--- src/rtl/rr_arb4_mux_pkg.sv ---
// Shared types and the round-robin search used by the rr_arb4_mux arbiter.
package arb_pkg;

    typedef enum logic {
        ST_IDLE = 1'b0,
        ST_OWN  = 1'b1
    } arb_state_e;

    typedef struct packed {
        logic [1:0] idx;
        logic       found;
    } pick_t;

    // First set bit of req searching last+1, last+2, last+3, last (mod 4).
    function automatic pick_t rr_pick(input logic [3:0] req, input logic [1:0] last);
        pick_t      p;
        logic [1:0] cand;
        p = '0;
        for (int k = 4; k >= 1; k--) begin
            cand = last + 2'(k);
            if (req[cand]) begin
                p.idx   = cand;
                p.found = 1'b1;
            end
        end
        return p;
    endfunction

endpackage

--- src/rtl/rr_arb4_mux_if.sv ---
// Requester-side bus of the rr_arb4_mux arbiter: requests, data and the granted view.
interface rr_arb4_mux_if #(
    parameter int WIDTH = 8
);
    logic [3:0]       req;
    logic [WIDTH-1:0] D0;
    logic [WIDTH-1:0] D1;
    logic [WIDTH-1:0] D2;
    logic [WIDTH-1:0] D3;
    logic [3:0]       grant;
    logic [1:0]       S;
    logic             busy;
    logic [WIDTH-1:0] Y;

    modport master (
        output req, D0, D1, D2, D3,
        input  grant, S, busy, Y
    );

    modport slave (
        input  req, D0, D1, D2, D3,
        output grant, S, busy, Y
    );
endinterface

--- src/rtl/rr_arb4_mux_mux4.sv ---
// Plain 4:1 data multiplexer; the arbiter gates its output with busy.
module mux4_bus #(
    parameter int WIDTH = 8
) (
    input  logic [1:0]       sel_i,
    input  logic [WIDTH-1:0] d0_i,
    input  logic [WIDTH-1:0] d1_i,
    input  logic [WIDTH-1:0] d2_i,
    input  logic [WIDTH-1:0] d3_i,
    output logic [WIDTH-1:0] y_o
);
    always_comb begin
        y_o = '0;
        case (sel_i)
            2'd0:    y_o = d0_i;
            2'd1:    y_o = d1_i;
            2'd2:    y_o = d2_i;
            2'd3:    y_o = d3_i;
            default: y_o = '0;
        endcase
    end
endmodule

--- src/rtl/rr_arb4_mux.sv ---
// Four-way round-robin arbiter driving a shared 4:1 data mux.
// Optional hold limit (preempt a long owner when others wait) under RR_ARB_HOLD_LIMIT_EN.
module rr_arb4_mux
    import arb_pkg::*;
#(
    parameter int WIDTH    = 8,
    parameter int MAX_HOLD = 8
) (
    input logic           clk,
    input logic           rst,
    rr_arb4_mux_if.slave  bus
);
    if (MAX_HOLD < 1 || MAX_HOLD > 255) begin : g_bad_max_hold
        $error("rr_arb4_mux: MAX_HOLD must be within 1..255");
    end

    arb_state_e state_q, state_d;
    logic [3:0] grant_q, grant_d;
    logic [1:0] s_q, s_d;
    logic [1:0] last_q, last_d;
    logic [3:0] cand;
    logic       rearb;
    pick_t      pick;
    logic [WIDTH-1:0] mux_y;

`ifdef RR_ARB_HOLD_LIMIT_EN
    localparam logic [8:0] HoldMax9 = 9'(MAX_HOLD);
    localparam logic [7:0] HoldMax8 = 8'(MAX_HOLD);
    logic [7:0] hold_q, hold_d;
    logic [8:0] hold_inc;
`endif

    always_ff @(posedge clk) begin
        if (rst) begin
            state_q <= ST_IDLE;
            grant_q <= 4'b0000;
            s_q     <= 2'd0;
            last_q  <= 2'd3;
`ifdef RR_ARB_HOLD_LIMIT_EN
            hold_q  <= 8'd0;
`endif
        end else begin
            state_q <= state_d;
            grant_q <= grant_d;
            s_q     <= s_d;
            last_q  <= last_d;
`ifdef RR_ARB_HOLD_LIMIT_EN
            hold_q  <= hold_d;
`endif
        end
    end

    always_comb begin
        state_d = state_q;
        grant_d = grant_q;
        s_d     = s_q;
        last_d  = last_q;
        cand    = bus.req;
        rearb   = 1'b0;
`ifdef RR_ARB_HOLD_LIMIT_EN
        hold_d   = hold_q;
        hold_inc = {1'b0, hold_q} + 9'd1;
`endif
        case (state_q)
            ST_IDLE: rearb = 1'b1;
            ST_OWN: begin
                // s_q always names the current owner while in OWN
                if (!bus.req[s_q]) begin
                    rearb = 1'b1;
`ifdef RR_ARB_HOLD_LIMIT_EN
                end else if (hold_inc >= HoldMax9 && |(bus.req & ~grant_q)) begin
                    rearb = 1'b1;
                    cand  = bus.req & ~grant_q;
                end else begin
                    hold_d = (hold_inc >= HoldMax9) ? HoldMax8 : hold_inc[7:0];
`endif
                end
            end
            default: rearb = 1'b1;
        endcase

        pick = rr_pick(cand, last_q);
        if (rearb) begin
            if (pick.found) begin
                state_d = ST_OWN;
                grant_d = 4'b0001 << pick.idx;
                s_d     = pick.idx;
                last_d  = pick.idx;
`ifdef RR_ARB_HOLD_LIMIT_EN
                hold_d  = 8'd0;
`endif
            end else begin
                state_d = ST_IDLE;
                grant_d = 4'b0000;
            end
        end
    end

    mux4_bus #(.WIDTH(WIDTH)) u_mux (
        .sel_i (s_q),
        .d0_i  (bus.D0),
        .d1_i  (bus.D1),
        .d2_i  (bus.D2),
        .d3_i  (bus.D3),
        .y_o   (mux_y)
    );

    assign bus.grant = grant_q;
    assign bus.S     = s_q;
    assign bus.busy  = (state_q == ST_OWN);
    assign bus.Y     = (state_q == ST_OWN) ? mux_y : '0;
endmodule

--- src/flat_wrapper.sv ---
// flat-port wrapper written by rule: the top's interface ports become plain ports
module rr_arb4_mux_flat import arb_pkg::*;
#(
    parameter int WIDTH    = 8,
    parameter int MAX_HOLD = 8
)
  (clk, rst, bus_req, bus_D0, bus_D1, bus_D2, bus_D3, bus_grant, bus_S, bus_busy, bus_Y);
  rr_arb4_mux_if #(.WIDTH(WIDTH)) bus_i ();
  input logic clk;
  input logic rst;
  input wire logic [$bits(bus_i.req)-1:0] bus_req;
  input wire logic [$bits(bus_i.D0)-1:0] bus_D0;
  input wire logic [$bits(bus_i.D1)-1:0] bus_D1;
  input wire logic [$bits(bus_i.D2)-1:0] bus_D2;
  input wire logic [$bits(bus_i.D3)-1:0] bus_D3;
  output wire logic [$bits(bus_i.grant)-1:0] bus_grant;
  output wire logic [$bits(bus_i.S)-1:0] bus_S;
  output wire logic [$bits(bus_i.busy)-1:0] bus_busy;
  output wire logic [$bits(bus_i.Y)-1:0] bus_Y;
  assign bus_i.req = bus_req;
  assign bus_i.D0 = bus_D0;
  assign bus_i.D1 = bus_D1;
  assign bus_i.D2 = bus_D2;
  assign bus_i.D3 = bus_D3;
  assign bus_grant = bus_i.grant;
  assign bus_S = bus_i.S;
  assign bus_busy = bus_i.busy;
  assign bus_Y = bus_i.Y;
  rr_arb4_mux #(.WIDTH(WIDTH), .MAX_HOLD(MAX_HOLD)) u_core (.clk(clk), .rst(rst), .bus(bus_i));
endmodule
--- config.mk ---
export PLATFORM = sky130hd
export DESIGN_NAME = rr_arb4_mux_flat
export DESIGN_NICKNAME = d
export VERILOG_FILES = /design/src/rtl/rr_arb4_mux_pkg.sv /design/src/rtl/rr_arb4_mux_if.sv /design/src/rtl/rr_arb4_mux_mux4.sv /design/src/rtl/rr_arb4_mux.sv /design/src/flat_wrapper.sv
export SDC_FILE = /design/constraint.sdc
export NUM_CORES = 1
export LEC_CHECK = 0
export CORE_MARGIN = 10
export CORE_UTILIZATION = 35
export DETAILED_ROUTE_END_ITERATION = 12
export GPL_TIMING_DRIVEN = 0
export PLACE_DENSITY = 0.79
export SLEW_MARGIN = 20
export SYNTH_ARGS = -nofsm -noshare
export SYNTH_HDL_FRONTEND = slang
export SYNTH_SLANG_ARGS = --single-unit
--- constraint.sdc ---
create_clock -name clk -period 1.88 [get_ports clk]
set_input_delay 0.188 -clock clk [delete_from_list [all_inputs] [get_ports clk]]
set_output_delay 0.188 -clock clk [all_outputs]
set_load 0.05 [all_outputs]
==> results.ini <==
[placed_design]
gp_congestion = 0.8503
place.port_buffers = 51
dp_cells = 148
placed_area_um2 = 1343
dp_hpwl_mm = 2.366

[global_routing]
antenna_found_initial = 0
grt_usage = 0.1188
overflow = 0
grt_pass1_vias = 846
grt_pass1_wl_mm = 4.250
grt_max_degree = 12

[timing]
fin_skew_ns = 0.008917
slew_headroom = 0.6543
setup_viol = 0
rsz0062_at_grt = false
min_period_over_period = 0.9774
min_period_ns = 1.838
fmax_mhz = 544.2
hold_viol = 0
drv_slew = 0
tightestPinTransition_ns = 0.5170

[die]
die_w_um = 67.68
core-area_um2 = 2191
die-area_um2 = 4581
rows = 17
die_y_um = 67.68
io_pins = 53
initial_core_util = 0.3632

[drt]
vias_per_cell = 5.275
first_iter_violations = 43
wl_per_cell_um = 18.40
postRouteAntennaNets = 0
dr.pass1.iters = 4
vias = 807
drc_errors = 0
drt_wl_total_mm = 2.815

[critical_path]
path_cells = buf_12, mux4_1, and2_1, buf_6
crit_type = flop to output port
critical_path_buf_inv_count = 2
crit_required_ns = 1.69
critical-path-top-delay-family = multiplexers
critPathMaxStageDelay_ns = 0.55
crit_path_top_delay_cell = mux4_1
cp.arrival_ns = 1.65
crit_fanout = 9
endpoint_kind = output port
start_kind = flop

[synth]
synth.distinct_cells = 31
synth_area_um2 = 795.8
post-synth-top-area-cell = dfxtp_1
ys_top_cells_by_area = dfxtp_1, mux4_1, mux4_2
yosysTopAreaCellShare = 0.2264
yosys_most_used_dff = dfxtp_1
synth-edff-count = 0
async_reset_ff_frac = 0
ys_ff_latch = 9
yosysSeqAreaShare = 0.2264
syn_avg_cell_area_um2 = 11.53
yosysWarnings = 0
syn_inst = 69
synthesis.nets = 107

[power_and_ir_drop]
p_leak_nw = 0.4919
power_density_nw_per_um2 = 679.5
ir_drop_mv = 0.4956

[cts]
cts_made_buffers = 3
root_buffer = clkbuf_4
h-tree-depth = 1
clkSinkCount = 9
insertion_delay_ns = 0.27
clockBufferDepth = 2
clkTransAtPathRegs_ns = 0.07
cts_tree = built

[final_layout]
layout.cells.non_filler = 153
design_area_um2 = 1361
multi_input_area_um2 = 584.3
nFillCells = 189
seq_area_um2 = 183.9
layout-drive-gt1-share = 0.2400
antennaDiodeCount = 0
syn_to_final_growth_pct = 71.07
final_nets = 164

[run]
cap_violations = 0

[min_path]
hold_path.class = input port to flop

[outcome]
status = completed

==> state kept, by name, summed over array words and instances (netlist names) <==
signal / count
u_core.bus.grant: 4
u_core.bus.S: 2
u_core.last_q: 2
u_core.bus.busy: 1
==> cell usage after synthesis (2+ instances only) <==
cell / instances
nor2_1: 2
o32ai_2: 2
dfxtp_1: 9
a22o_1: 2
mux4_2: 4
and2_1: 8
mux4_1: 4
nor3_1: 2
a21oi_1: 2
nor3_2: 2
inv_1: 2
nand2b_1: 6
nor2b_1: 4
nand2_1: 3
==> worst register-to-register path, delay by kind of cell, from the launching register on <==
kind            cells  cell delay (ns)
flops               1             0.37
mux                 1             0.26
compound gates      2             0.30
buf+inv             2             0.26
simple gates        1             0.40
==> metal layers <==
| layer | part of all wire | GRT usage |
|---|---|---|
| met4 | 0.019 | 0.03333 |
| met5 | 0 | 0 |
| met1 | 0.45 | 0.1422 |
| met2 | 0.40 | 0.1948 |
| met3 | 0.12 | 0.04298 |
==> what timing repair did <==
item,CTS,global route
pin swaps,0,0
hold buffers,0,0
resized for setup,48,2
buffers inserted,0,1
endpoints found under the setup margin,8,4
hold endpoints to repair,0,0
==> cells by family (layout without fill, tap and decap cells) <==
group / after synthesis / in the layout / synth area share
and+or+nand+nor: 34 / 34 / 0.2846
DFF: 9 / 9 / 0.2264
muxes: 10 / 10 / 0.2862
buffers and inverters: 5 / 61 / 0.03458
AOI/OAI and AO/OA: 11 / 11 / 0.1683
==> per-stage QoR <==
step	utilization	setup TNS, ns	total power, mW	worst slack (ns)	hold slack, ns
6_report	0.6214	0	0.9250	0.04240	0.3134
5_1_grt	0.6214	0	0.9666	0.001836	0.3669
4_1_cts	0.6145	0	0.9202	0.009833	0.3210
3_5_place_dp	0.6128	-2.000	0.7735	-0.2766	0.4704
3_3_place_gp	0.6128	-1.839	0.7658	-0.2644	0.4560
2_1_floorplan	-	0	0.5855	0.1182	0.4343
==> cell type report <==
type / instances / area share
buffer: 3 / 0.02114
inverter: 2 / 0.005515
timing repair buffer: 52 / 0.3640
multi-input combinational: 55 / 0.4292
clock buffer: 4 / 0.01930
sequential: 9 / 0.1351
tap: 28 / 0.02574
==> layout by cell type (no fill, tap or decap), types with 3 or more instances in the layout <==
cell / n
nand2b_1: 6
and2_1: 8
mux4_2: 5
nor2b_1: 4
nand2_1: 3
clkdlybuf4s50_1: 43
buf_4: 3
mux4_1: 3
buf_2: 5
clkbuf_4: 3
dfxtp_1: 8
==> path summary, 6_finish.rpt <==
| check | depth (start not counted) | from | slack, ns | endpoint |
|---|---|---|---|---|
| max reg2reg | 6 | u_core.bus.S[0]$_SDFFE_PP0P_ | 0.17 | u_core.last_q[0]$_SDFFE_PP1P_ |
| min | 2 | rst | 0.31 | u_core.bus.busy$_SDFFE_PP0N_ |
| max | 4 | u_core.bus.S[0]$_SDFFE_PP0P_ | 0.04 | bus_Y[4] |
| min reg2reg | 2 | u_core.bus.grant[2]$_SDFFE_PP0N_ | 0.48 | u_core.bus.grant[2]$_SDFFE_PP0N_ |
==> where the power goes <==
group	switching [mW]	total [mW]	internal [mW]
combinational	0.272	0.531	0.259
clock	0.0712	0.153	0.0819
sequential	0.0243	0.240	0.216
Note: power is estimated with default switching activity, not from simulation.
